===== src/rtl/cpu_pkg.sv =====
// Shared widths and the writeback record type for the register-file writeback path.
// Latency: n/a (types, constants and a pure combinational helper only).
// Backpressure: n/a.
package cpu_pkg;

  localparam int NUM_REGS = 8;
  localparam int REG_AW   = $clog2(NUM_REGS);
  localparam int DATA_W   = 16;

  // One pending register-file write: destination register and its data.
  typedef struct packed {
    logic [REG_AW-1:0] dest;
    logic [DATA_W-1:0] data;
  } wb_rec_t;

  // Read-port bypass: r0 always reads zero. Otherwise the write being
  // presented to the register file this cycle beats the stale array value.
  function automatic logic [DATA_W-1:0] fwd_pick(
    input logic [REG_AW-1:0] addr,
    input logic              wen,
    input logic [REG_AW-1:0] wdest,
    input logic [DATA_W-1:0] wdata,
    input logic [DATA_W-1:0] rf
  );
    if (addr == '0)
      return '0;
    else if (wen && (wdest == addr))
      return wdata;
    else
      return rf;
  endfunction

endpackage


===== src/rtl/reg_writeback_if.sv =====
// Bundle of ALU, load, register-file write and read-forwarding signals of the writeback stage.
// Latency: n/a (wiring only).
// Backpressure: ld_valid/ld_ready handshake on loads; the ALU path has none (wb_stall is advisory).
// master: issue/decode/regfile side; slave: reg_writeback.
interface reg_writeback_if;
  import cpu_pkg::*;

  logic              alu_valid;
  logic [REG_AW-1:0] alu_dest;
  logic [DATA_W-1:0] alu_data;

  logic              ld_valid;
  logic              ld_ready;
  logic [REG_AW-1:0] ld_dest;
  logic [DATA_W-1:0] ld_data;

  logic              writ_en;
  logic [REG_AW-1:0] writ_dest;
  logic [DATA_W-1:0] writ_data;

  logic [REG_AW-1:0] rea_addr_1;
  logic [REG_AW-1:0] rea_addr_2;
  logic [DATA_W-1:0] rf_data_1;
  logic [DATA_W-1:0] rf_data_2;
  logic [DATA_W-1:0] fwd_data_1;
  logic [DATA_W-1:0] fwd_data_2;
  logic              pend_1;
  logic              pend_2;

  logic              wb_stall;
  logic              ovf_err;

  modport master (
    output alu_valid, alu_dest, alu_data,
    output ld_valid, ld_dest, ld_data,
    input  ld_ready,
    input  writ_en, writ_dest, writ_data,
    output rea_addr_1, rea_addr_2, rf_data_1, rf_data_2,
    input  fwd_data_1, fwd_data_2, pend_1, pend_2,
    input  wb_stall, ovf_err
  );

  modport slave (
    input  alu_valid, alu_dest, alu_data,
    input  ld_valid, ld_dest, ld_data,
    output ld_ready,
    output writ_en, writ_dest, writ_data,
    input  rea_addr_1, rea_addr_2, rf_data_1, rf_data_2,
    output fwd_data_1, fwd_data_2, pend_1, pend_2,
    output wb_stall, ovf_err
  );

endinterface


===== src/rtl/wb_fifo.sv =====
// Synchronous DEPTH-entry FIFO of writeback records with per-entry valid/dest taps.
// Latency: a push is visible at head/count/ent_vld the cycle after the edge that takes it.
// Backpressure: push ignored when full, pop ignored when empty; caller gates on full/empty.
// Ports: clk, rst (sync, active-high), push/push_rec, pop, full, empty, count, head, ent_vld, ent_dest.
module wb_fifo
  import cpu_pkg::*;
#(
  parameter int DEPTH = 4
) (
  input  logic                    clk,
  input  logic                    rst,
  input  logic                    push,
  input  wb_rec_t                 push_rec,
  input  logic                    pop,
  output logic                    full,
  output logic                    empty,
  output logic [$clog2(DEPTH):0]  count,
  output wb_rec_t                 head,
  output logic [DEPTH-1:0]        ent_vld,
  output logic [REG_AW-1:0]       ent_dest [DEPTH]
);

  localparam int PW = $clog2(DEPTH);
  localparam logic [PW:0] FULL_CNT = DEPTH[PW:0];

  wb_rec_t          mem [DEPTH];
  logic [PW-1:0]    wr_ptr;
  logic [PW-1:0]    rd_ptr;
  logic [PW:0]      cnt;
  logic [DEPTH-1:0] vld;
  logic             do_push;
  logic             do_pop;

  assign full    = (cnt == FULL_CNT);
  assign empty   = (cnt == '0);
  assign do_push = push && !full;
  assign do_pop  = pop && !empty;
  assign count   = cnt;
  assign head    = mem[rd_ptr];
  assign ent_vld = vld;

  always_comb begin
    for (int i = 0; i < DEPTH; i++) begin
      ent_dest[i] = mem[i].dest;
    end
  end

  // Pointers wrap naturally since DEPTH is a power of two. The valid bit for
  // a slot can only be set and cleared in the same cycle when the FIFO is
  // empty or full, and then one of the two operations is blocked.
  always_ff @(posedge clk) begin
    if (rst) begin
      wr_ptr <= '0;
      rd_ptr <= '0;
      cnt    <= '0;
      vld    <= '0;
    end else begin
      if (do_push) begin
        wr_ptr      <= wr_ptr + PW'(1);
        vld[wr_ptr] <= 1'b1;
      end
      if (do_pop) begin
        rd_ptr      <= rd_ptr + PW'(1);
        vld[rd_ptr] <= 1'b0;
      end
      cnt <= cnt + (PW+1)'(do_push) - (PW+1)'(do_pop);
    end
  end

  // Storage needs no reset: only slots flagged valid are ever read.
  always_ff @(posedge clk) begin
    if (do_push) mem[wr_ptr] <= push_rec;
  end

endmodule


===== src/rtl/reg_writeback.sv =====
// Writeback stage: merges ALU results and FIFO-buffered loads onto the registered regfile write port.
// Latency: ALU 1 cycle to writ_*; load into idle empty FIFO 2 cycles; forwarding is combinational.
// Backpressure: ld_ready = !full; wb_stall tells issue to hold the ALU, ovf_err flags if it does not.
// Ports: clk, rst (sync, active-high), bus (reg_writeback_if.slave) carrying all datapath signals.
module reg_writeback
  import cpu_pkg::*;
#(
  parameter int DEPTH = 4
) (
  input  logic                  clk,
  input  logic                  rst,
  reg_writeback_if.slave        bus
);

  localparam int CW = $clog2(DEPTH) + 1;

  logic              full;
  logic              empty;
  logic [CW-1:0]     count;
  logic [CW-1:0]     count_nxt;
  wb_rec_t           head;
  logic [DEPTH-1:0]  ent_vld;
  logic [REG_AW-1:0] ent_dest [DEPTH];

  logic              alu_win;
  logic              ld_push;
  logic              fifo_pop;

  logic              writ_en_q;
  logic [REG_AW-1:0] writ_dest_q;
  logic [DATA_W-1:0] writ_data_q;
  logic              wb_stall_q;
  logic              ovf_err_q;
  logic              pend_1;
  logic              pend_2;

  // r0 is architecturally constant: ALU writes to it lose nothing by being
  // ignored, and loads to it complete the handshake but are never queued.
  assign alu_win      = bus.alu_valid && (bus.alu_dest != '0);
  assign fifo_pop     = !alu_win && !empty;
  assign bus.ld_ready = !full && !rst;
  assign ld_push      = bus.ld_valid && bus.ld_ready && (bus.ld_dest != '0);
  assign count_nxt    = count + CW'(ld_push) - CW'(fifo_pop);

  wb_fifo #(.DEPTH(DEPTH)) u_fifo (
    .clk      (clk),
    .rst      (rst),
    .push     (ld_push),
    .push_rec ('{dest: bus.ld_dest, data: bus.ld_data}),
    .pop      (fifo_pop),
    .full     (full),
    .empty    (empty),
    .count    (count),
    .head     (head),
    .ent_vld  (ent_vld),
    .ent_dest (ent_dest)
  );

  always_ff @(posedge clk) begin
    if (rst) begin
      writ_en_q   <= 1'b0;
      writ_dest_q <= '0;
      writ_data_q <= '0;
      wb_stall_q  <= 1'b0;
      ovf_err_q   <= 1'b0;
    end else begin
      if (alu_win) begin
        writ_en_q   <= 1'b1;
        writ_dest_q <= bus.alu_dest;
        writ_data_q <= bus.alu_data;
      end else if (fifo_pop) begin
        writ_en_q   <= 1'b1;
        writ_dest_q <= head.dest;
        writ_data_q <= head.data;
      end else begin
        writ_en_q   <= 1'b0;
      end
      // Tracks the post-edge occupancy, so it is high exactly while full.
      wb_stall_q <= (count_nxt == CW'(DEPTH));
      if (bus.alu_valid && wb_stall_q) ovf_err_q <= 1'b1;
    end
  end

  // Only queued entries count; a load being pushed this cycle is not yet visible.
  always_comb begin
    pend_1 = 1'b0;
    pend_2 = 1'b0;
    for (int i = 0; i < DEPTH; i++) begin
      if (ent_vld[i] && (ent_dest[i] == bus.rea_addr_1)) pend_1 = 1'b1;
      if (ent_vld[i] && (ent_dest[i] == bus.rea_addr_2)) pend_2 = 1'b1;
    end
    if (bus.rea_addr_1 == '0) pend_1 = 1'b0;
    if (bus.rea_addr_2 == '0) pend_2 = 1'b0;
  end

  assign bus.writ_en    = writ_en_q;
  assign bus.writ_dest  = writ_dest_q;
  assign bus.writ_data  = writ_data_q;
  assign bus.wb_stall   = wb_stall_q;
  assign bus.ovf_err    = ovf_err_q;
  assign bus.pend_1     = pend_1;
  assign bus.pend_2     = pend_2;
  assign bus.fwd_data_1 = fwd_pick(bus.rea_addr_1, writ_en_q, writ_dest_q, writ_data_q, bus.rf_data_1);
  assign bus.fwd_data_2 = fwd_pick(bus.rea_addr_2, writ_en_q, writ_dest_q, writ_data_q, bus.rf_data_2);

endmodule

===== src/flat_wrapper.sv =====
// flat-port wrapper written by rule: the top's interface ports become plain ports
module reg_writeback_flat import cpu_pkg::*;
#(
  parameter int DEPTH = 4
)
  (clk, rst, bus_alu_valid, bus_alu_dest, bus_alu_data, bus_ld_valid, bus_ld_dest, bus_ld_data, bus_ld_ready, bus_writ_en, bus_writ_dest, bus_writ_data, bus_rea_addr_1, bus_rea_addr_2, bus_rf_data_1, bus_rf_data_2, bus_fwd_data_1, bus_fwd_data_2, bus_pend_1, bus_pend_2, bus_wb_stall, bus_ovf_err);
  reg_writeback_if bus_i ();
  input  logic clk;
  input  logic rst;
  input wire logic [$bits(bus_i.alu_valid)-1:0] bus_alu_valid;
  input wire logic [$bits(bus_i.alu_dest)-1:0] bus_alu_dest;
  input wire logic [$bits(bus_i.alu_data)-1:0] bus_alu_data;
  input wire logic [$bits(bus_i.ld_valid)-1:0] bus_ld_valid;
  input wire logic [$bits(bus_i.ld_dest)-1:0] bus_ld_dest;
  input wire logic [$bits(bus_i.ld_data)-1:0] bus_ld_data;
  output wire logic [$bits(bus_i.ld_ready)-1:0] bus_ld_ready;
  output wire logic [$bits(bus_i.writ_en)-1:0] bus_writ_en;
  output wire logic [$bits(bus_i.writ_dest)-1:0] bus_writ_dest;
  output wire logic [$bits(bus_i.writ_data)-1:0] bus_writ_data;
  input wire logic [$bits(bus_i.rea_addr_1)-1:0] bus_rea_addr_1;
  input wire logic [$bits(bus_i.rea_addr_2)-1:0] bus_rea_addr_2;
  input wire logic [$bits(bus_i.rf_data_1)-1:0] bus_rf_data_1;
  input wire logic [$bits(bus_i.rf_data_2)-1:0] bus_rf_data_2;
  output wire logic [$bits(bus_i.fwd_data_1)-1:0] bus_fwd_data_1;
  output wire logic [$bits(bus_i.fwd_data_2)-1:0] bus_fwd_data_2;
  output wire logic [$bits(bus_i.pend_1)-1:0] bus_pend_1;
  output wire logic [$bits(bus_i.pend_2)-1:0] bus_pend_2;
  output wire logic [$bits(bus_i.wb_stall)-1:0] bus_wb_stall;
  output wire logic [$bits(bus_i.ovf_err)-1:0] bus_ovf_err;
  assign bus_i.alu_valid = bus_alu_valid;
  assign bus_i.alu_dest = bus_alu_dest;
  assign bus_i.alu_data = bus_alu_data;
  assign bus_i.ld_valid = bus_ld_valid;
  assign bus_i.ld_dest = bus_ld_dest;
  assign bus_i.ld_data = bus_ld_data;
  assign bus_ld_ready = bus_i.ld_ready;
  assign bus_writ_en = bus_i.writ_en;
  assign bus_writ_dest = bus_i.writ_dest;
  assign bus_writ_data = bus_i.writ_data;
  assign bus_i.rea_addr_1 = bus_rea_addr_1;
  assign bus_i.rea_addr_2 = bus_rea_addr_2;
  assign bus_i.rf_data_1 = bus_rf_data_1;
  assign bus_i.rf_data_2 = bus_rf_data_2;
  assign bus_fwd_data_1 = bus_i.fwd_data_1;
  assign bus_fwd_data_2 = bus_i.fwd_data_2;
  assign bus_pend_1 = bus_i.pend_1;
  assign bus_pend_2 = bus_i.pend_2;
  assign bus_wb_stall = bus_i.wb_stall;
  assign bus_ovf_err = bus_i.ovf_err;
  reg_writeback #(.DEPTH(DEPTH)) u_core (.clk(clk), .rst(rst), .bus(bus_i));
endmodule

===== config.mk =====
export PLATFORM = sky130hd
export DESIGN_NAME = reg_writeback_flat
export DESIGN_NICKNAME = d
export VERILOG_FILES = /design/src/rtl/cpu_pkg.sv /design/src/rtl/reg_writeback_if.sv /design/src/rtl/wb_fifo.sv /design/src/rtl/reg_writeback.sv /design/src/flat_wrapper.sv
export SDC_FILE = /design/constraint.sdc
export NUM_CORES = 1
export LEC_CHECK = 0
export CORE_UTILIZATION = 54
export CTS_BUF_LIST = sky130_fd_sc_hd__clkbuf_8
export CTS_CLUSTER_DIAMETER = 200
export DETAILED_ROUTE_END_ITERATION = 7
export PLACE_DENSITY_LB_ADDON = 0.2
export SYNTH_ARGS = -nofsm -noshare
export SYNTH_HDL_FRONTEND = slang
export SYNTH_SLANG_ARGS = --single-unit

===== constraint.sdc =====
create_clock -name clk -period 6.7 [get_ports clk]
set_clock_uncertainty 0.1 [all_clocks]
set_input_delay 1.675 -clock clk [delete_from_list [all_inputs] [get_ports clk]]
set_output_delay 1.675 -clock clk [all_outputs]
set_load 0.005 [all_outputs]

==> qor.txt, run 1 <==
RUN STATUS
--------------------------------------------------------------------------------
Run status ........................................................    completed

SYNTH
--------------------------------------------------------------------------------
Most common cell in the synthesized netlist ....................... sky130_fd_sc_hd__edfxtp_1
Synth warn ........................................................            0
Count of unique library cells instantiated by Yosys ...............           37
Mean post-synth cell area .........................................   13.0 sq um
Synthesized cell area .............................................   5260 sq um
Count of mapped cells out of synthesis ............................          403
Number of nets in the synthesized netlist .........................          497
Most instantiated cells after synthesis ........................... 76 x sky130_fd_sc_hd__edfxtp_1, 60 x sky130_fd_sc_hd__nor2_1, 35 x sky130_fd_sc_hd__dfxtp_1, 33 x sky130_fd_sc_hd__mux2i_1, 33 x sky130_fd_sc_hd__xnor2_1
Leading register cell type out of synthesis ....................... sky130_fd_sc_hd__edfxtp_1
Number of flops mapped to enable cells by yosys ...................           76
Top cell type's share of synthesized area .........................        0.434
Register bit total from synthesis .................................          111
Top post-synthesis cells by area .................................. sky130_fd_sc_hd__edfxtp_1 43%, sky130_fd_sc_hd__dfxtp_1 13%, sky130_fd_sc_hd__mux4_2 8.1%
Post-synthesis async set-or-reset flop share ......................            0
Library cell with the largest summed area after synthesis ......... sky130_fd_sc_hd__edfxtp_1
Portion of the post-synthesis area used by sequential elements ....        0.567

SETUP PATH
--------------------------------------------------------------------------------
Reg-to-Reg Start .................................................. u_core.u_fifo.count[0]
Crit path DAT .....................................................      4.24 ns
Top fanout value on the critical path .............................           16
Worst path bufs/invs ..............................................            2
Worst setup EP type ...............................................   output pin
Worst Setup Start Kind ............................................    input pin
Reg2reg path depth ................................................            9
Maximum cell stage delay along the critical path ..................      0.72 ns
Standard cell with the maximum stage delay on the critical path ... sky130_fd_sc_hd__clkdlybuf4s50_1
Kind of cell adding the most delay to the critical path ........... buffers and inverters
Worst flop-to-flop path endpoint .................................. u_core.bus.wb_stall
Class of the most critical setup path .............................    in -> out
Ordered list of cells on the worst path ........................... clkdlybuf4s50_1 > xnor2_1 > nand4_2 > mux2i_1 > nor2_1 > clkdlybuf4s50_1
Worst Path Required ...............................................      4.93 ns
Worst R2R Setup Slack .............................................      3.70 ns
Most Frequent Cell on Critical Path ............................... sky130_fd_sc_hd__clkdlybuf4s50_1

GLOBAL ROUTING
--------------------------------------------------------------------------------
Aggregate global-route resource usage .............................        0.256
Wire length of the first global-routing pass ......................     19400 um
Number of antenna violations at the first check in global routing .            0
Grt total ovfl ....................................................            0
Maximum number of pins on one net before global-route repair ......           37
Number of global-route vias before repair .........................         3636

PWR
--------------------------------------------------------------------------------
Cell area power density ...........................................  277 nW/um^2
NetSw .............................................................     0.612 mW
VDD IR max ........................................................   0.000179 V
Leakage power .....................................................      2.58 nW
Share of power burned in combinational logic ......................        0.335
Power share of the clock group ....................................        0.207
Fraction of power consumed by sequential logic ....................        0.457
Internal Pwr Total ................................................      1.30 mW
Fraction of power spent switching nets ............................        0.320

FINAL LAYOUT
--------------------------------------------------------------------------------
Fraction of final layout cells sized beyond drive strength 1 ......       0.0972
Area of the multi-input gates .....................................   2100 sq um
Filler instances ..................................................          647
Area Growth Syn to Fin ............................................        31.1%
Nets@finish .......................................................          624
Sequential cell area ..............................................   2980 sq um
Inserted Diodes ...................................................            0

DETAILED ROUTING
--------------------------------------------------------------------------------
WL per Instance ...................................................      18.8 um
Number of vias per cell after detailed routing ....................         5.44
Iteration-0 DRC Markers ...........................................          176
Remaining design rule violation count .............................            0
Total length of routed wires ......................................     12500 um
DR pass1 iterations ...............................................            4
Detailed-route via count ..........................................         3609
Number of antenna-violating nets in the routed design .............            0

STA
--------------------------------------------------------------------------------
Final min period ..................................................      6.02 ns
Setup repair after global routing missed its margin ...............        false
Setup tns final ...................................................         0 ns
Max Clk Rate ......................................................      166 MHz
Final slew viol count .............................................            0
Final Hold Viols ..................................................            0
Worst hold slack across all endpoints .............................     0.404 ns
Worst Tran Pin Value ..............................................      1.13 ns
Number of setup violations in the final report ....................            0
Share of the cycle needed by the critical path after routing ......        0.898
Worst slew margin .................................................        0.244

CTS
--------------------------------------------------------------------------------
Number of sinks handled by clock tree synthesis ...................          111
Number of buffers on the longest clock path .......................            2
Post-CTS resize count .............................................            0
Number of hold-repair buffers added at the cts stage ..............            0
Clock root buffer master .......................................... sky130_fd_sc_hd__clkbuf_8
Htree depth .......................................................            3
Clk slew on worst S/H paths .......................................      0.11 ns
Total clock buffers created by CTS ................................            9
TritonCTS clock tree ..............................................         done
Buffer count from post-CTS setup fixing ...........................            0
Latest clock arrival within the worst-skew pair ...................      0.37 ns

MIN PATH
--------------------------------------------------------------------------------
Terminating pin of the worst hold path ............................ u_core.bus.ovf_err
Type of the worst min-delay path ..................................   reg -> reg
Hold path cells ...................................................            2
Launch point of the worst hold path ............................... u_core.bus.ovf_err

DIE
--------------------------------------------------------------------------------
Starting density of the core ......................................        0.564
Placeable Area ....................................................   9330 sq um
Core Rows .........................................................           35
Y dimension of the die ............................................       101 um
Die extent in x ...................................................       101 um
Count of boundary I/O pins ........................................          137
Die ar. ...........................................................  10100 sq um

PLACEMENT
--------------------------------------------------------------------------------
GP Congestion .....................................................        0.833
Dpl hpwl ..........................................................      9130 um
Buffers added on ports ............................................          136

RUN
--------------------------------------------------------------------------------
Max cap viols .....................................................            0

-- placed cells by master, fill, tap and decap left out, types with 2 or more instances in the layout --
master,instances
sky130_fd_sc_hd__and4_1,2
sky130_fd_sc_hd__o21a_1,4
sky130_fd_sc_hd__inv_8,4
sky130_fd_sc_hd__inv_1,11
sky130_fd_sc_hd__nand2_1,16
sky130_fd_sc_hd__nor3_2,3
sky130_fd_sc_hd__fa_1,2
sky130_fd_sc_hd__xnor2_1,33
sky130_fd_sc_hd__buf_4,5
sky130_fd_sc_hd__nor2b_1,2
sky130_fd_sc_hd__a21oi_1,25
sky130_fd_sc_hd__nand4_2,2
sky130_fd_sc_hd__nand4_1,4
sky130_fd_sc_hd__ha_1,12
sky130_fd_sc_hd__clkinv_4,2
sky130_fd_sc_hd__mux2_2,3
sky130_fd_sc_hd__a22oi_1,3
sky130_fd_sc_hd__dfxtp_1,35
sky130_fd_sc_hd__edfxtp_1,76
sky130_fd_sc_hd__and2_1,4
sky130_fd_sc_hd__a211oi_1,16
sky130_fd_sc_hd__mux2i_1,33
sky130_fd_sc_hd__mux4_2,19
sky130_fd_sc_hd__a41oi_1,2
sky130_fd_sc_hd__clkbuf_8,9
sky130_fd_sc_hd__nor2_1,60
sky130_fd_sc_hd__xor2_1,2
sky130_fd_sc_hd__a31oi_1,2
sky130_fd_sc_hd__clkdlybuf4s50_1,136
-- through the flow --
stage               setup WS (ns)  power (mW)  utilization  instances  area (sq um)
finish                      0.680        1.91        0.739        664          6890
global route                0.588        2.01        0.739        664          6890
CTS                         0.703        1.92        0.739        664          6890
detailed placement          0.701        1.53        0.717        648          6690
global placement            0.723        1.51        0.717        648          6690
floorplan                    2.19        1.28            -        403          5260
-- layout make-up --
type	count	area share
multi-input cells	256	0.305
clock buffers	9	0.0180
repair buffers	141	0.203
inverters	11	0.00599
well taps	129	0.0234
clock inverters	7	0.0114
flip-flops and latches	111	0.433
-- registers in the layout, summed over array words and instances, names as in the netlist, named ones only --
| signal | flops |
|---|---|
| u_core.bus.ovf_err | 1 |
| u_core.bus.wb_stall | 1 |
| u_core.bus.writ_en | 1 |
| u_core.u_fifo.ent_vld | 4 |
| u_core.u_fifo.count | 3 |
| u_core.u_fifo.rd_ptr | 2 |
| u_core.u_fifo.mem | 76 |
| u_core.u_fifo.wr_ptr | 2 |
| u_core.bus.writ_dest | 3 |
| u_core.bus.writ_data | 16 |
-- power by group through the flow --
stage,Combinational [mW],Sequential [mW],Clock [mW]
detailed placement,0.639,0.888,0
global route,0.697,0.883,0.431
CTS,0.644,0.873,0.405
finish,0.641,0.873,0.396
floorplan,0.419,0.863,0
global placement,0.628,0.885,0
-- worst max path at each step --
| stage | start | end | slack [ns] | cells after the start |
|---|---|---|---|---|
| after floorplan | bus_rea_addr_2[1] | bus_fwd_data_2[10] | 2.19 | 6 |
| after global placement | bus_rea_addr_1[0] | bus_fwd_data_1[6] | 0.72 | 6 |
| after detailed placement | bus_rea_addr_1[0] | bus_fwd_data_1[6] | 0.70 | 6 |
| after CTS | bus_rea_addr_1[0] | bus_fwd_data_1[6] | 0.70 | 6 |
| after global routing | bus_rea_addr_1[0] | bus_fwd_data_1[6] | 0.59 | 6 |
| final | bus_rea_addr_1[0] | bus_fwd_data_1[6] | 0.68 | 6 |
-- metal layers --
metal | vias to the layer above | global-route usage | share of wire | wire length, um
li1 | 1724 | - | - | -
met1 | 1724 | 0.333 | 0.43 | 5330
met2 | 145 | 0.435 | 0.49 | 6170
met3 | 16 | 0.0589 | 0.069 | 867
met4 | 0 | 0.0647 | 0.011 | 140
met5 | - | 0 | 0 | 0
-- kinds of logic (layout without fill, tap and decap cells) --
| group | count (synthesis) | after routing | synth area share |
|---|---|---|---|
| adders and majority gates | 14 | 14 | 0.0362 |
| AOI/OAI and AO/OA | 56 | 56 | 0.0693 |
| muxes | 55 | 55 | 0.151 |
| and+or+nand+nor | 96 | 96 | 0.0831 |
| DFF | 111 | 111 | 0.567 |
| xor gates and xnor gates | 35 | 35 | 0.0583 |
| buffers and inverters | 36 | 168 | 0.0350 |
-- worst register-to-register path: cells and delay by family, from the launching register on --
| kind | cells | cell delay, ns |
|---|---|---|
| AND/OR/NAND/NOR | 3 | 1.33 |
| buffers and inverters | 2 | 0.11 |
| XOR/XNOR | 1 | 0.13 |
| flip-flops | 1 | 0.38 |
| adder cells (fa/ha/maj) | 3 | 0.83 |
Note: power is estimated with default switching activity, not from simulation.
==> run 2: changes to the inputs <==
--- a/config.mk
+++ b/config.mk
@@ -5,10 +5,11 @@
 export SDC_FILE = /design/constraint.sdc
 export NUM_CORES = 1
 export LEC_CHECK = 0
-export CORE_UTILIZATION = 54
+export CORE_UTILIZATION = 65
 export CTS_BUF_LIST = sky130_fd_sc_hd__clkbuf_8
 export CTS_CLUSTER_DIAMETER = 200
 export DETAILED_ROUTE_END_ITERATION = 7
+export DONT_BUFFER_PORTS = 1
 export PLACE_DENSITY_LB_ADDON = 0.2
 export SYNTH_ARGS = -nofsm -noshare
 export SYNTH_HDL_FRONTEND = slang
==> qor.txt, run 2 (synthesis gave the netlist of run 1 again) <==
RUN STATUS
----------------------------------------------------------------------------------
Run status ..........................................................    completed   unchanged

DIE
----------------------------------------------------------------------------------
Die ar. .............................................................   8450 sq um   was 10100 sq um
Y dimension of the die ..............................................      91.9 um   was 101 um
Placeable Area ......................................................   7770 sq um   was 9330 sq um
Core Rows ...........................................................           32   was 35
Starting density of the core ........................................        0.677   was 0.564
Die extent in x .....................................................      91.9 um   was 101 um
Count of boundary I/O pins ..........................................          137   unchanged

FINAL LAYOUT
----------------------------------------------------------------------------------
Most common cell after layout, fill and taps aside .................. sky130_fd_sc_hd__edfxtp_1   was sky130_fd_sc_hd__clkdlybuf4s50_1
Inserted Diodes .....................................................            0   unchanged
Top library cells by usage in the layout, fill and taps aside ....... 76 x sky130_fd_sc_hd__edfxtp_1, 60 x sky130_fd_sc_hd__nor2_1, 35 x sky130_fd_sc_hd__dfxtp_1   was 136 x sky130_fd_sc_hd__clkdlybuf4s50_1, 76 x sky130_fd_sc_hd__edfxtp_1, 60 x sky130_fd_sc_hd__nor2_1
Area Growth Syn to Fin ..............................................        4.02%   was 31.1%
Nets@finish .........................................................          485   was 624
Filler instances ....................................................          530   was 647
Sequential cell area ................................................   2980 sq um   unchanged
Flip-flop count of the largest register, all copies and words added .           76   unchanged
Reg with most FFs ................................................... u_core.u_fifo.mem   unchanged
Post-route insts no fill ............................................          498   was 664
Fraction of final layout cells sized beyond drive strength 1 ........        0.124   was 0.0972
Area of the multi-input gates .......................................   2100 sq um   unchanged

PWR
----------------------------------------------------------------------------------
VDD IR max ..........................................................   0.000191 V   was 0.000179 V
Leakage power .......................................................      2.03 nW   was 2.58 nW
PnR Total Power .....................................................      1.73 mW   was 1.91 mW
Cell area power density .............................................  317 nW/um^2   was 277 nW/um^2

CTS
----------------------------------------------------------------------------------
Number of buffers on the longest clock path .........................            2   unchanged
Latest clock arrival within the worst-skew pair .....................      0.37 ns   about the same
Clk slew on worst S/H paths .........................................      0.10 ns   was 0.11 ns
Post-CTS resize count ...............................................            0   unchanged
Total clock buffers created by CTS ..................................            9   unchanged
TritonCTS clock tree ................................................         done   unchanged
Number of sinks handled by clock tree synthesis .....................          111   unchanged
Buffer count from post-CTS setup fixing .............................            0   unchanged
Htree depth .........................................................            3   unchanged
Clock root buffer master ............................................ sky130_fd_sc_hd__clkbuf_8   unchanged
Number of hold-repair buffers added at the cts stage ................            0   unchanged

GLOBAL ROUTING
----------------------------------------------------------------------------------
Number of global-route vias before repair ...........................         2999   was 3636
Grt total ovfl ......................................................            0   unchanged
Wire length of the first global-routing pass ........................     16400 um   was 19400 um
Aggregate global-route resource usage ...............................        0.262   was 0.256
Number of antenna violations at the first check in global routing ...            0   unchanged
Maximum number of pins on one net before global-route repair ........           37   unchanged

SETUP PATH
----------------------------------------------------------------------------------
Reg2reg path depth ..................................................            8   was 9
Crit path DAT .......................................................      3.01 ns   was 4.24 ns
Top fanout value on the critical path ...............................           16   unchanged
Worst Setup Start Kind ..............................................    input pin   unchanged
Critical path depth in cells ........................................            4   was 6
Worst path bufs/invs ................................................            0   was 2
Worst Path Required .................................................      4.93 ns   about the same
Class of the most critical setup path ...............................    in -> out   unchanged
Worst setup EP type .................................................   output pin   unchanged
Maximum cell stage delay along the critical path ....................      0.59 ns   was 0.72 ns
Kind of cell adding the most delay to the critical path ............. simple AND/OR/NAND/NOR gates   was buffers and inverters
Standard cell with the maximum stage delay on the critical path ..... sky130_fd_sc_hd__nand4_2   was sky130_fd_sc_hd__clkdlybuf4s50_1
Worst R2R Setup Slack ...............................................      3.77 ns   was 3.70 ns
Ordered list of cells on the worst path ............................. xnor2_1 > nand4_2 > mux2i_1 > nor2_1   was clkdlybuf4s50_1 > xnor2_1 > nand4_2 > mux2i_1 > nor2_1 > clkdlybuf4s50_1

DETAILED ROUTING
----------------------------------------------------------------------------------
WL per Instance .....................................................      21.6 um   was 18.8 um
Number of vias per cell after detailed routing ......................         6.32   was 5.44
DR pass1 iterations .................................................            4   unchanged
Detailed-route via count ............................................         3145   was 3609
Remaining design rule violation count ...............................            0   unchanged
Total length of routed wires ........................................     10800 um   was 12500 um
Iteration-0 DRC Markers .............................................          161   was 176
Number of antenna-violating nets in the routed design ...............            0   unchanged

STA
----------------------------------------------------------------------------------
Worst slew margin ...................................................        0.228   was 0.244
Worst Tran Pin Value ................................................      1.15 ns   was 1.13 ns
Final slew viol count ...............................................            0   unchanged
Setup tns final .....................................................         0 ns   unchanged
Share of the cycle needed by the critical path after routing ........        0.714   was 0.898
Max Clk Rate ........................................................      209 MHz   was 166 MHz
Setup repair after global routing missed its margin .................        false   unchanged
Final Hold Viols ....................................................            0   unchanged
Number of setup violations in the final report ......................            0   unchanged
Final min period ....................................................      4.78 ns   was 6.02 ns

MIN PATH
----------------------------------------------------------------------------------
Hold path cells .....................................................            2   unchanged
Type of the worst min-delay path ....................................   reg -> reg   unchanged

PLACEMENT
----------------------------------------------------------------------------------
Dpl hpwl ............................................................      7910 um   was 9130 um
Buffers added on ports ..............................................            0   was 136
Post-placement cell count ...........................................          482   was 648
GP Congestion .......................................................        0.950   was 0.833

RUN
----------------------------------------------------------------------------------
Max cap viols .......................................................            0   unchanged

[run 2: per-stage QoR]
step                      area [sq um]  utilization  hold slack (ns)  setup WS, ns
after floorplan                   5260            -            0.347          2.19
after global placement            5270        0.679            0.381          2.03
after detailed placement          5270        0.679            0.387          1.91
after CTS                         5470        0.704            0.413          1.91
after global routing              5470        0.704            0.439          1.87
final                             5470        0.704            0.421          1.92
[run 2: power by group]
group	leakage [nW]	internal [mW]	switching, mW	total [mW]
Clock	0.0970	0.147	0.238	0.385
Combinational	0.956	0.222	0.232	0.454
Sequential	0.978	0.799	0.0944	0.894
Total	2.03	1.17	0.564	1.73
[run 2: worst paths after layout]
check | from | to
min | u_core.bus.ovf_err | u_core.bus.ovf_err
max | bus_rea_addr_1[0] | bus_fwd_data_1[4]
max reg2reg | u_core.u_fifo.count[0] | u_core.u_fifo.count[2]
min reg2reg | u_core.bus.ovf_err | u_core.bus.ovf_err
[run 2: final cells by class]
cell class              instances  area share
flip-flops and latches        111       0.546
multi-input cells             256       0.385
well taps                     102      0.0233
clock buffers                   9      0.0227
clock inverters                 7      0.0133
inverters                      11     0.00755
repair buffers                  2     0.00275
[run 2: layer usage]
layer,vias up,routed length [um],GRT usage
met5,-,0,0
met1,1555,4490,0.337
met3,18,691,0.0580
met4,0,197,0.0885
met2,120,5390,0.440
li1,1452,-,-
[run 2: worst min-delay path: cells and delay by family (launching register included)]
| family | cells | cell delay (ns) |
|---|---|---|
| flops | 1 | 0.37 |
| simple gates | 1 | 0.07 |
| compound gates | 1 | 0.05 |
==> run 3: changes to the inputs <==
--- a/config.mk
+++ b/config.mk
@@ -5,7 +5,7 @@
 export SDC_FILE = /design/constraint.sdc
 export NUM_CORES = 1
 export LEC_CHECK = 0
-export CORE_UTILIZATION = 65
+export CORE_UTILIZATION = 59
 export CTS_BUF_LIST = sky130_fd_sc_hd__clkbuf_8
 export CTS_CLUSTER_DIAMETER = 200
 export DETAILED_ROUTE_END_ITERATION = 7
==> constraint.sdc (replaced) <==
create_clock -name clk -period 3.85 [get_ports clk]
set_clock_uncertainty 0.1 [all_clocks]
set_input_delay 0.9625 -clock clk [delete_from_list [all_inputs] [get_ports clk]]
set_output_delay 0.9625 -clock clk [all_outputs]
set_load 0.005 [all_outputs]
==> qor.txt, run 3 (synthesis gave the netlist of run 1 again) <==
GLOBAL ROUTING
----------------------------------------------------------------------------------
Number of global-route vias before repair ...........................         2906   was 2999
Grt total ovfl ......................................................            0   unchanged
Aggregate global-route resource usage ...............................        0.241   was 0.262
Number of antenna violations at the first check in global routing ...            0   unchanged
Wire length of the first global-routing pass ........................     16000 um   was 16400 um
Maximum number of pins on one net before global-route repair ........           37   unchanged

DIE
----------------------------------------------------------------------------------
Core Rows ...........................................................           34   was 32
Y dimension of the die ..............................................      96.4 um   was 91.9 um
Count of boundary I/O pins ..........................................          137   unchanged
Starting density of the core ........................................        0.606   was 0.677
Die ar. .............................................................   9290 sq um   was 8450 sq um
Die extent in x .....................................................      96.4 um   was 91.9 um
Placeable Area ......................................................   8680 sq um   was 7770 sq um

STA
----------------------------------------------------------------------------------
Share of the cycle needed by the critical path after routing ........        0.846
Max Clk Rate ........................................................      307 MHz
Setup repair after global routing missed its margin .................        false   unchanged
Number of setup violations in the final report ......................            0   unchanged
Setup tns final .....................................................         0 ns   unchanged
Final Hold Viols ....................................................            0   unchanged
Final min period ....................................................      3.26 ns
Worst Tran Pin Value ................................................     0.795 ns   was 1.15 ns
Final slew viol count ...............................................            0   unchanged
Worst slew margin ...................................................        0.469   was 0.228

PLACEMENT
----------------------------------------------------------------------------------
Post-placement cell count ...........................................          499   was 482
Dpl hpwl ............................................................      8400 um   was 7910 um
GP Congestion .......................................................        0.838   was 0.950
Buffers added on ports ..............................................            0   unchanged

CTS
----------------------------------------------------------------------------------
Number of buffers on the longest clock path .........................            2   unchanged
TritonCTS clock tree ................................................         done   unchanged
Clk slew on worst S/H paths .........................................      0.10 ns   about the same
Number of hold-repair buffers added at the cts stage ................            0   unchanged
Buffer count from post-CTS setup fixing .............................            0   unchanged
Clock root buffer master ............................................ sky130_fd_sc_hd__clkbuf_8   unchanged
Latest clock arrival within the worst-skew pair .....................      0.35 ns   was 0.37 ns
Total clock buffers created by CTS ..................................            9   unchanged
Htree depth .........................................................            3   unchanged
Number of sinks handled by clock tree synthesis .....................          111   unchanged
Post-CTS resize count ...............................................            0   unchanged

PWR
----------------------------------------------------------------------------------
Fraction of power consumed by sequential logic ......................        0.521   was 0.516
Cell area power density .............................................  539 nW/um^2   was 317 nW/um^2
Fraction of power spent switching nets ..............................        0.319   was 0.326
NetSw ...............................................................     0.950 mW   was 0.564 mW
Internal Pwr Total ..................................................      2.03 mW   was 1.17 mW
Leakage power .......................................................      2.09 nW   was 2.03 nW
Share of power burned in combinational logic ........................        0.271   was 0.262
VDD IR max ..........................................................   0.000318 V   was 0.000191 V
Power share of the clock group ......................................        0.208   was 0.222

SETUP PATH
----------------------------------------------------------------------------------
Crit path DAT .......................................................      2.19 ns   was 3.01 ns
Class of the most critical setup path ...............................    in -> out   unchanged
Worst Setup Start Kind ..............................................    input pin   unchanged
Worst Path Required .................................................      2.79 ns   was 4.93 ns
Worst setup EP type .................................................   output pin   unchanged
Reg2reg path depth ..................................................           10   was 8
Top fanout value on the critical path ...............................           16   unchanged

DETAILED ROUTING
----------------------------------------------------------------------------------
Remaining design rule violation count ...............................            0   unchanged
DR pass1 iterations .................................................            5   was 4
Total length of routed wires ........................................     11100 um   was 10800 um
Number of antenna-violating nets in the routed design ...............            0   unchanged
Iteration-0 DRC Markers .............................................          232   was 161
Detailed-route via count ............................................         3116   was 3145
Number of vias per cell after detailed routing ......................         6.05   was 6.32
WL per Instance .....................................................      21.5 um   was 21.6 um

FINAL LAYOUT
----------------------------------------------------------------------------------
Area of the multi-input gates .......................................   2100 sq um   unchanged
Area Growth Syn to Fin ..............................................        5.38%   was 4.02%
Flip-flop count of the largest register, all copies and words added .           76   unchanged
Nets@finish .........................................................          496   was 485
Filler instances ....................................................          666   was 530
Most common cell after layout, fill and taps aside .................. sky130_fd_sc_hd__edfxtp_1   unchanged
Top library cells by usage in the layout, fill and taps aside ....... 76 x sky130_fd_sc_hd__edfxtp_1, 60 x sky130_fd_sc_hd__nor2_1, 35 x sky130_fd_sc_hd__dfxtp_1   unchanged
Reg with most FFs ................................................... u_core.u_fifo.mem   unchanged
Inserted Diodes .....................................................            0   unchanged
Sequential cell area ................................................   2980 sq um   unchanged
Fraction of final layout cells sized beyond drive strength 1 ........        0.143   was 0.124
Post-route insts no fill ............................................          515   was 498

MIN PATH
----------------------------------------------------------------------------------
Hold path cells .....................................................            2   unchanged
Type of the worst min-delay path ....................................   reg -> reg   unchanged

RUN
----------------------------------------------------------------------------------
Max cap viols .......................................................            0   unchanged

RUN STATUS
----------------------------------------------------------------------------------
Run status ..........................................................    completed   unchanged

-- run 3: cell types whose count changed in the layout (fill, tap and decap cells not counted), sizes merged --
cell,delta
buf,+11
clkinv,+1
clkinvlp,-1
-- run 3: stage by stage --
stage               power (mW)  utilization  worst slack, ns  hold WS, ns  area, sq um
CTS                       3.01        0.638            0.596        0.430         5540
detailed placement        2.40        0.618            0.558        0.403         5360
finish                    2.98        0.638            0.594        0.421         5540
global placement          2.38        0.618            0.651        0.390         5360
global route              3.15        0.638            0.452        0.459         5540
floorplan                 2.23            -            0.767        0.347         5260
-- run 3: power by group through the flow --
stage	logic [mW]	clock network, mW	registers, mW
2_1_floorplan	0.728	0	1.50
3_5_place_dp	0.813	0	1.59
6_report	0.808	0.621	1.56
3_3_place_gp	0.793	0	1.58
4_1_cts	0.815	0.633	1.56
5_1_grt	0.897	0.678	1.57
-- run 3: critical path, cell delays in order --
cell and delay, ns:
sky130_fd_sc_hd__xnor2_1 0.17, sky130_fd_sc_hd__nand4_2 0.58, sky130_fd_sc_hd__mux2i_1 0.39, sky130_fd_sc_hd__nor2_1 0.08
-- run 3: metal layers --
layer,share of wire,vias to the layer above,routed length (um),global-route usage
met4,0.013,0,141,0.0613
li1,-,1468,-,-
met1,0.40,1513,4400,0.296
met3,0.077,11,850,0.0540
met2,0.51,124,5690,0.433
met5,0,-,0,0
-- run 3: layout make-up --
cell class	count	area share
Clock buffer	9	0.0224
Clock inverter	7	0.00971
Sequential cell	111	0.539
Inverter	11	0.00745
Tap cell	108	0.0244
Timing Repair Buffer	13	0.0176
Multi-Input combinational cell	256	0.380
-- run 3: worst paths after layout --
kind	slack [ns]	to	start
hold reg to reg	0.42	u_core.bus.ovf_err	u_core.bus.ovf_err
hold / removal	0.42	u_core.bus.ovf_err	u_core.bus.ovf_err
setup reg to reg	1.06	u_core.bus.wb_stall	u_core.u_fifo.count[1]
setup / recovery	0.59	bus_fwd_data_2[9]	bus_rea_addr_2[0]
